[src/rtl/fir_sched.sv]
// Stream sequencer for a single fir instance: 2-entry input FIFO, one ce pulse per sample, decimated valid/ready output.
// Optional wait-timeout with sticky err is enabled by defining FIR_SCHED_TIMEOUT_EN.
module fir_sched #(
  parameter int DW      = 16,
  parameter int OW      = 37,
  parameter int DECIM   = 1,
  parameter int TIMEOUT = 64
) (
  input  logic          clk,
  input  logic          rst,
  input  logic          in_valid,
  output logic          in_ready,
  input  logic [DW-1:0] in_data,
  output logic          out_valid,
  input  logic          out_ready,
  output logic [DW-1:0] out_data,
  output logic [OW-1:0] out_full,
  output logic          fir_ce,
  output logic [DW-1:0] fir_samp,
  input  logic          fir_valid,
  input  logic [DW-1:0] fir_scaled,
  input  logic [OW-1:0] fir_full,
  output logic          busy,
  output logic          err
);

  localparam int CW = (DECIM > 1) ? $clog2(DECIM) : 1;

  typedef enum logic [1:0] {S_IDLE, S_ISSUE, S_WAIT} state_t;

  state_t        r_state, w_next;
  logic [DW-1:0] r_mem [2];
  logic          r_wptr, r_rptr;
  logic [1:0]    r_count;
  logic [CW-1:0] r_dec_cnt;
  logic          r_fir_ce;
  logic [DW-1:0] r_fir_samp;
  logic          r_out_valid;
  logic [DW-1:0] r_out_data;
  logic [OW-1:0] r_out_full;
  logic          w_push, w_pop, w_result, w_keep, w_timeout;
  logic [DW-1:0] w_head;

  assign in_ready  = (r_count != 2'd2);
  assign w_push    = in_valid && in_ready;
  assign w_head    = r_mem[r_rptr];
  assign w_keep    = (r_dec_cnt == CW'(DECIM - 1));
  assign fir_ce    = r_fir_ce;
  assign fir_samp  = r_fir_samp;
  assign out_valid = r_out_valid;
  assign out_data  = r_out_data;
  assign out_full  = r_out_full;

  always_ff @(posedge clk) begin
    if (w_push) r_mem[r_wptr] <= in_data;
  end

  always_ff @(posedge clk or posedge rst) begin
    if (rst) begin
      r_wptr  <= 1'b0;
      r_rptr  <= 1'b0;
      r_count <= '0;
    end else begin
      if (w_push) r_wptr <= ~r_wptr;
      if (w_pop)  r_rptr <= ~r_rptr;
      case ({w_push, w_pop})
        2'b10:   r_count <= r_count + 2'd1;
        2'b01:   r_count <= r_count - 2'd1;
        default: r_count <= r_count;
      endcase
    end
  end

  always_ff @(posedge clk or posedge rst) begin
    if (rst) r_state <= S_IDLE;
    else     r_state <= w_next;
  end

  always_comb begin
    w_next = r_state;
    case (r_state)
      S_IDLE:  if (r_count != 2'd0 && !r_out_valid) w_next = S_ISSUE;
      S_ISSUE: w_next = S_WAIT;
      S_WAIT:  if (fir_valid || w_timeout) w_next = S_IDLE;
      default: w_next = S_IDLE;
    endcase
  end

  always_comb begin
    w_pop    = (r_state == S_ISSUE);
    busy     = (r_state != S_IDLE);
    w_result = (r_state == S_WAIT) && fir_valid;
  end

  // ce/samp are registered from the next state, so the pulse coincides exactly with ISSUE.
  always_ff @(posedge clk or posedge rst) begin
    if (rst) begin
      r_fir_ce   <= 1'b0;
      r_fir_samp <= '0;
    end else begin
      r_fir_ce <= (w_next == S_ISSUE);
      if (r_state == S_IDLE && w_next == S_ISSUE) r_fir_samp <= w_head;
    end
  end

  always_ff @(posedge clk or posedge rst) begin
    if (rst) begin
      r_dec_cnt   <= '0;
      r_out_valid <= 1'b0;
      r_out_data  <= '0;
      r_out_full  <= '0;
    end else begin
      if (r_out_valid && out_ready) r_out_valid <= 1'b0;
      if (w_result) begin
        if (w_keep) begin
          r_dec_cnt   <= '0;
          r_out_valid <= 1'b1;
          r_out_data  <= fir_scaled;
          r_out_full  <= fir_full;
        end else begin
          r_dec_cnt <= r_dec_cnt + 1'b1;
        end
      end
    end
  end

`ifdef FIR_SCHED_TIMEOUT_EN
  localparam int TW = $clog2(TIMEOUT + 1);
  logic [TW-1:0] r_wait_cnt;
  logic          r_err;

  assign w_timeout = (r_state == S_WAIT) && !fir_valid && (r_wait_cnt == TW'(TIMEOUT - 1));
  assign err       = r_err;

  always_ff @(posedge clk or posedge rst) begin
    if (rst) begin
      r_wait_cnt <= '0;
      r_err      <= 1'b0;
    end else begin
      if (r_state == S_ISSUE)     r_wait_cnt <= '0;
      else if (r_state == S_WAIT) r_wait_cnt <= r_wait_cnt + TW'(1);
      if (w_timeout) r_err <= 1'b1;
    end
  end
`else
  assign w_timeout = 1'b0;
  assign err       = 1'b0;
`endif

endmodule

[config.mk]
export PLATFORM = sky130hd
export DESIGN_NAME = fir_sched
export DESIGN_NICKNAME = d
export VERILOG_FILES = /design/src/rtl/fir_sched.sv
export SDC_FILE = /design/constraint.sdc
export NUM_CORES = 1
export LEC_CHECK = 0
export CAP_MARGIN = 40
export CORE_MARGIN = 2
export CORE_UTILIZATION = 44
export DETAILED_ROUTE_END_ITERATION = 10
export PLACE_DENSITY = 0.91
export SYNTH_ARGS = -nofsm -noshare
export SYNTH_HDL_FRONTEND = slang
export SYNTH_SLANG_ARGS = --single-unit
[constraint.sdc]
create_clock -name clk -period 3.3 [get_ports clk]
set_input_delay 0.495 -clock clk [delete_from_list [all_inputs] [get_ports clk]]
set_output_delay 0.495 -clock clk [all_outputs]
set_load 0.02 [all_outputs]
### Word level (Yosys, flattened, before mapping)

Memory sizes are Yosys's and may differ from the RTL's. A register that Yosys moved wholly into a read port is not among the register bits.
Index checks and enable logic that the tools add are counted.

| word-level totals | value |
|---|---|
| output and inout bits | 74 |
| memories kept | 1 |
| input bits | 74 |
| bits in writable memories | 32 |
| logic and storage cells | 43 |
| register bits after elaboration | 62 |

| operators by class | value |
|---|---|
| add/sub/neg operators | 3 |
| reductions and logical operators | 11 |
| multiplexer cells | 10 |
| bitwise logic cells | 3 |
| equal/unequal tests | 6 |

Memories:

| memory | words | width | rd ports | clocked after memory_dff | wr ports | RTL line | source |
|---|---|---|---|---|---|---|---|
| r_mem | 2 | 16 | 1 | 1 | 1 | 32 | `logic [DW-1:0] r_mem [2];` |

Operators by type and width:

| operator | number |
|---|---|
| $eq 2x1->1 const B | 3 |
| $mux 1 | 6 |
| $pmux 2 s3 | 1 |
| $reduce_bool 2->1 | 3 |
| $logic_and 1x1->1 | 5 |
| $eq 2x2->1 const B | 2 |
| $mux 2 | 2 |
| $pmux 2 s2 | 1 |
| $not 1->1 | 3 |
| $add 2x1->2 const B | 1 |
| $logic_not 2->1 | 1 |
| $ne 2x2->1 const B | 1 |
| $reduce_and 2->1 | 1 |
| $sub 2x1->2 const B | 1 |
| $add 1x1->1 const B | 1 |
| $logic_not 1->1 | 1 |

### Depth between registers and ports, before layout

Gate-level depths: netlist (run 1).

| logic depth | value |
|---|---|
| word-level depth | 6 |
| depth in mapped cells | 6 |
| depth with buffers taken out | 6 |

### Worst setup path after synthesis (run 1)

OpenSTA, ideal clock, no wires.

| timing | value |
|---|---|
| path kind | register to register |
| start | reg r_count[0] |
| end | mem r_mem[0][0], enable pin |
| arrival | 1.508 ns |
| cell stages (with the launch flop) | 4 |
| setup slack | 1.404 ns |
| period minus slack after synthesis | 1.896 ns |
| buffers on the path | 0 |
| required time | 2.912 ns |
| setup time | 0.388 ns |
| path through | dfrtp_1 > nand2b_1 > nand2_1 > nor2_1 |

| on the way | value |
|---|---|
| longest elaborated chain between the ends | 4 |

Ends and longest elaborated chain:

| item | RTL line | source |
|---|---|---|
| from (decl) | 34 | `logic [1:0] r_count;` |
| from (signal assigned) | 67 | `2'b10: r_count <= r_count + 2'd1;` |
| from (signal assigned) | 68 | `2'b01: r_count <= r_count - 2'd1;` |
| from (signal assigned) | 69 | `default: r_count <= r_count;` |
| $ne 2x2->1 | 44 | `assign in_ready = (r_count != 2'd2);` |
| via in_ready | 12 | `output logic in_ready,` |
| $logic_and 1x1->1 | 45 | `assign w_push = in_valid && in_ready;` |
| $mux 1 | 55 | `if (w_push) r_mem[r_wptr] <= in_data;` |
| $mux 1 (not written as such) | 55 |  |
| to (decl) | 32 |  |

The timed path passes the listed nets, and every way through them passes these cells.

### Worst setup path after layout (run 1)

| timing | value |
|---|---|
| start | reg r_count[0] |
| end | out in_ready |

| on the way | value |
|---|---|
| longest elaborated chain between the ends | 1 |

Ends and longest elaborated chain:

| item | RTL line |
|---|---|
| $ne 2x2->1 | 44 |
| to (decl) | 12 |

No other way between the ends.

==> results of run 1 <==
==> cells in the final DEF, fill, tap and decap left out, types with 3 or more instances in the layout <==
cell type	instances
edfxtp_1	32
mux2_2	76
nor2_1	3
clkdlybuf4s50_1	146
mux2_4	9
clkbuf_8	9
buf_4	4
xnor2_1	4
inv_6	3
dfrtp_1	77
==> report_power, final <==
| part | leakage (nW) | internal [W] | switching [W] | total [W] |
|---|---|---|---|---|
| sequential | 1.21 | 0.00198 | 0.000314 | 0.00230 |
| combinational | 1.06 | 0.00154 | 0.00122 | 0.00276 |
| clock | 0.0977 | 0.000359 | 0.000448 | 0.000806 |
| total | 2.37 | 0.00389 | 0.00198 | 0.00587 |
==> metal layers <==
metal,vias up,track usage (%),part of all wire (%)
met1,1217,20.2,40
met5,-,0,0
met2,88,29.4,53
met4,0,6.43,2.0
met3,13,4.09,5.1
li1,1118,-,-
==> stage by stage <==
step	util [%]	setup WS, ps	std cells	area (um2)
2_1_floorplan	-	838	228	4110
3_3_place_gp	62.2	1210	480	5690
3_5_place_dp	62.2	1100	480	5690
4_1_cts	64.3	1180	496	5890
5_1_grt	64.3	1110	496	5890
6_report	64.3	1190	496	5890
==> area by class of cell <==
type / instances / area, um2 / area share (%)
tap: 111 / 139 / 2.36
sequential: 109 / 2890 / 49.1
clock inverter: 6 / 68.8 / 1.17
timing repair buffer: 151 / 1510 / 25.7
inverter: 3 / 12.5 / 0.213
multi-input combinational: 106 / 1140 / 19.4
clock buffer: 10 / 128 / 2.17
==> worst min-delay path by stage <==
stage / startpoint / endpoint / slack (ps) / cells after the start
final: rst / out_data[0]$_DFFE_PP0P_ / 440 / 2
after global routing: rst / out_data[0]$_DFFE_PP0P_ / 460 / 2
after CTS: rst / out_full[30]$_DFFE_PP0P_ / 450 / 2
after detailed placement: out_data[9]$_DFFE_PP0P_ / out_data[9]$_DFFE_PP0P_ / 490 / 1
after global placement: r_wptr$_DFFE_PP0P_ / r_wptr$_DFFE_PP0P_ / 480 / 1
after floorplan: r_wptr$_DFFE_PP0P_ / r_wptr$_DFFE_PP0P_ / 460 / 1
==> flip-flops by register name, indices dropped and copies added, names as in the netlist <==
| name | count |
|---|---|
| fir_samp | 16 |
| out_full | 37 |
| r_wptr | 1 |
| fir_ce | 1 |
| r_rptr | 1 |
| r_state | 2 |
| out_valid | 1 |
| r_count | 2 |
| r_mem | 32 |
| out_data | 16 |
==> worst max-delay path, delay by kind of cell (launching register included) <==
family	cells	cell delay, ps
buffers and inverters	1	650
flip-flops	1	420
AND/OR/NAND/NOR	1	190
==> cell families (layout without fill, tap and decap cells) <==
family | count (synthesis) | after routing | share of synthesized area, %
adders and majority gates | 1 | 1 | 0.305
muxes | 85 | 85 | 24.1
xor gates and xnor gates | 5 | 5 | 1.07
and+or+nand+nor | 12 | 12 | 1.92
buffers and inverters | 13 | 170 | 1.92
other | 1 | 1 | 0.0913
DFF | 109 | 109 | 70.3
AOI/OAI and AO/OA | 2 | 2 | 0.244
==> results.toml, run 1 <==
[status]
status = "complete, no violations"

[global_route]
grt_max_degree = 55
grt_overflow = 0
grt_pass1_vias = 2625
grt_usage_pct = 16.9
grt_antenna_before_repair = 0
grt_pass1_wl_um = 13000

[yosys]
syn_inst = 228
ys_top_cells_by_count = "77 x dfrtp_1, 76 x mux2_2, 32 x edfxtp_1"
avgSynthCellArea_um2 = 18.0
synth-edff-count = 32
async_flop_share_pct = 70.6
synth_most_common_cell = "dfrtp_1"
syn_area_um2 = 4110
yosysSeqAreaShare_pct = 70.3
synth_cell_types = 22
yosysWarnings = 0
synth_top_area_share_pct = 46.9
synthTopCellsByArea = "dfrtp_1 47%, edfxtp_1 23%, mux2_2 21%, mux2_4 3.3%, buf_2 0.98%"
synth.net_count = 303
synth_top_area_cell = "dfrtp_1"
synth_flop_cell = "dfrtp_1"
ys_ff_latch = 109

[finish]
n_fill_cell = 672
diodes = 0
syn_to_final_growth_pct = 43.4
nNetsFinal = 455
final_layout_size_suffix_gt1_share_pct = 28.1

[cts]
clockBufferDepth = 2
path_clk_slew_ps = 100
htreeDepth = 3
ctsHoldBuffers = 0
clock_latency_ps = 360
post_cts.repair.setup_buffers = 0
cts_resized = 0
tritoncts = "yes"
numCtsBuffers = 9
cts.sinks = 109
cts-root-buf = "clkbuf_8"

[setup_path]
path_cells = "nand2b_1 > clkdlybuf4s50_1"
crit_slowest_cell = "clkdlybuf4s50_1"
rr_endpoint = "r_mem[0][2]$_DFFE_PP_"
critPathCapture = "in_ready"
cp-startpoint = "r_count[0]$_DFFE_PP0P_"
slowest_delay_ps = 650
r2r_setup_slack_ps = 1500
endpoint_kind = "output port"
worstPathArrival_ps = 1610
critPathKind = "register to output port"
r2r_start = "r_count[0]$_DFFE_PP0P_"
rr_worst_depth = 4
path_max_fanout = 4
critPathLaunchType = "register"
worstPathRequired_ps = 2800

[route]
wirelength_um = 8310
drt.antenna.violating_nets = 0
wl_per_cell_um = 16.8
drc = 0
routed_via_density = 4.91
drt_iter0_drc = 48
vias = 2436
drtPass1Iterations = 4

[floorplan]
dieArea_um2 = 10100
die_y_um = 101
placeableCoreArea_um2 = 9150
rows = 35
io_pins = 148
start_util_pct = 44.9
die_w_um = 101

[sta]
slew_headroom_pct = 44.9
min_period_ps = 2110
setup_tns_ps = 0
rsz0062_at_grt = "false"
finalMaxSlewViolations = 0
skew_ps = 14.8
holdWs_ps = 441
post-route-period-util_pct = 63.9
fmax_mhz = 474
setup_viol = 0
worst_slew_pin_slew_ps = 826
hold_viol_final = 0

[power]
p_leak_nw = 2.37
p_per_area_nw_per_um2 = 997
total_power_w = 0.00587
peakVddDrop_v = 0.000604

[placed_design]
numPortBuffers = 146
finalWeightedCongestion = 0.683
hpwlAfterDp_um = 6120

[job]
max_cap_viol_count = 0

[min_path]
hold_class = "input port to asynchronous set/reset pin"
No activity file was read; power rests on OpenSTA's default activity.
==> inputs of run 2 (changes only) <==
--- a/config.mk
+++ b/config.mk
@@ -7,9 +7,9 @@
 export LEC_CHECK = 0
 export CAP_MARGIN = 40
 export CORE_MARGIN = 2
-export CORE_UTILIZATION = 44
+export CORE_UTILIZATION = 40
 export DETAILED_ROUTE_END_ITERATION = 10
-export PLACE_DENSITY = 0.91
+export PLACE_DENSITY = 0.88
 export SYNTH_ARGS = -nofsm -noshare
 export SYNTH_HDL_FRONTEND = slang
 export SYNTH_SLANG_ARGS = --single-unit
==> constraint.sdc (replaced) <==
create_clock -name clk -period 1.9 [get_ports clk]
set_input_delay 0.285 -clock clk [delete_from_list [all_inputs] [get_ports clk]]
set_output_delay 0.285 -clock clk [all_outputs]
set_load 0.02 [all_outputs]
==> results.toml, run 2 (synthesized netlist as in run 1, its figures left out) <==
[cts]
clock_latency_ps = 370
clockBufferDepth = 2
post_cts.repair.setup_buffers = 0
ctsHoldBuffers = 0
cts-root-buf = "clkbuf_8"
path_clk_slew_ps = 100
tritoncts = "yes"
numCtsBuffers = 9
cts_resized = 2
htreeDepth = 3
cts.sinks = 109

[sta]
hold_viol_final = 0
setup_viol = 0
finalMaxSlewViolations = 0
min_period_ps = 1760
holdWs_ps = 377
fmax_mhz = 569
rsz0062_at_grt = "false"
skew_ps = 9.32
setup_tns_ps = 0
post-route-period-util_pct = 92.5

[finish]
final_layout_size_suffix_gt1_share_pct = 28.5
syn_to_final_growth_pct = 44.7
final_cell_mix = "144 x clkdlybuf4s50_1, 77 x dfrtp_1, 76 x mux2_2, 32 x edfxtp_1"
diodes = 0
final_util_pct = 60.2
nNetsFinal = 459
largest_register_ffs = 37
fin_area_um2 = 5940
final_common_cell = "clkdlybuf4s50_1"

[route]
routed.top_layer = "met4"
drt_iter0_drc = 76
route.met3.wl_um = 481
vias = 2430
drt.antenna.violating_nets = 0
wirelength_um = 8640
drtPass1Iterations = 4
drt-met1-wl_um = 3440
routed_via_density = 4.66
drc = 0
wl_met2_um = 4560
wl_per_cell_um = 16.5

[floorplan]
io_pins = 148
die_y_um = 105
die_w_um = 105
dieArea_um2 = 11100
rows = 36
start_util_pct = 41.6
placeableCoreArea_um2 = 9860

[placed_design]
numPortBuffers = 146
hpwlAfterDp_um = 6190
finalWeightedCongestion = 0.692
place_area_um2 = 5780

[global_route]
grt_pass1_wl_um = 14000
grt_usage_pct = 16.4
grt_max_degree = 78
grt_pass1_vias = 2731
grt_antenna_before_repair = 0
grt_overflow = 0

[min_path]
hold_class = "input port to asynchronous set/reset pin"

[setup_path]
worstPathArrival_ps = 1470
path_max_fanout = 4
r2r_setup_slack_ps = 400
critPathLaunchType = "register"
path_cells = "clkdlybuf4s50_1"
crit_slowest_cell = "clkdlybuf4s50_1"
rr_worst_depth = 4
worstPathBufferInverterCount = 1
worstPathRequired_ps = 1620
crit_family = "buffers and inverters"
endpoint_kind = "output port"
rr_endpoint = "fir_samp[0]$_DFFE_PP0P_"
r2r_start = "r_state[0]$_DFF_PP0_"
critPathKind = "register to output port"
slowest_delay_ps = 670

[status]
status = "complete, no violations"

[power]
p_per_area_nw_per_um2 = 1710
peakVddDrop_v = 0.000910
p_leak_nw = 2.39

[job]
max_cap_viol_count = 0
## run 2: changes by cell type in the layout (fill, tap and decap cells not counted)
cell and delta:
inv_6 -2, buf_4 +2, bufinv_16 -1, clkinv_4 +2, clkdlybuf4s50_1 -2, dlygate4sd2_1 +2
buf_12 +2, clkbuf_1 +1
## run 2: area by class of cell
| class | count | area [um2] |
|---|---|---|
| repair buffers | 155 | 1560 |
| clock buffers | 11 | 131 |
| well taps | 133 | 166 |
| multi-input cells | 106 | 1140 |
| clock inverters | 5 | 36.3 |
| inverters | 3 | 15.0 |
| flip-flops and latches | 109 | 2890 |
| fillers | 747 | 3920 |
## run 2: per-stage QoR
step / std cells / worst slack, ps / total power, W
finish: 522 / 143 / 0.0102
global placement: 506 / 252 / 0.00888
detailed placement: 506 / 233 / 0.00906
floorplan: 228 / 3.77 / 0.00675
global route: 522 / 74.1 / 0.0107
CTS: 522 / 99.8 / 0.0103
## run 2: worst max-delay path by stage
stage	start	endpoint	slack [ps]	cells past startpoint
after global placement	fir_valid	out_full[7]$_DFFE_PP0P_	250	4
after global routing	out_valid$_DFFE_PP0P_	out_valid	70	1
after floorplan	r_count[0]$_DFFE_PP0P_	r_mem[0][0]$_DFFE_PP_	4	3
after CTS	out_valid$_DFFE_PP0P_	out_valid	100	1
after detailed placement	fir_valid	out_full[0]$_DFFE_PP0P_	230	4
final	out_valid$_DFFE_PP0P_	out_valid	140	1
## run 2: metal layers
layer | vias up | track usage [%]
li1 | 1116 | -
met1 | 1216 | 19.4
met2 | 87 | 27.7
met3 | 11 | 4.14
met4 | 0 | 8.00
met5 | - | 0
## run 2: where the power goes
group          switching [W]  internal, W  total [W]
registers           0.000520      0.00345    0.00397
logic                0.00221      0.00275    0.00496
clock network       0.000766     0.000484    0.00125
total                0.00349      0.00668     0.0102
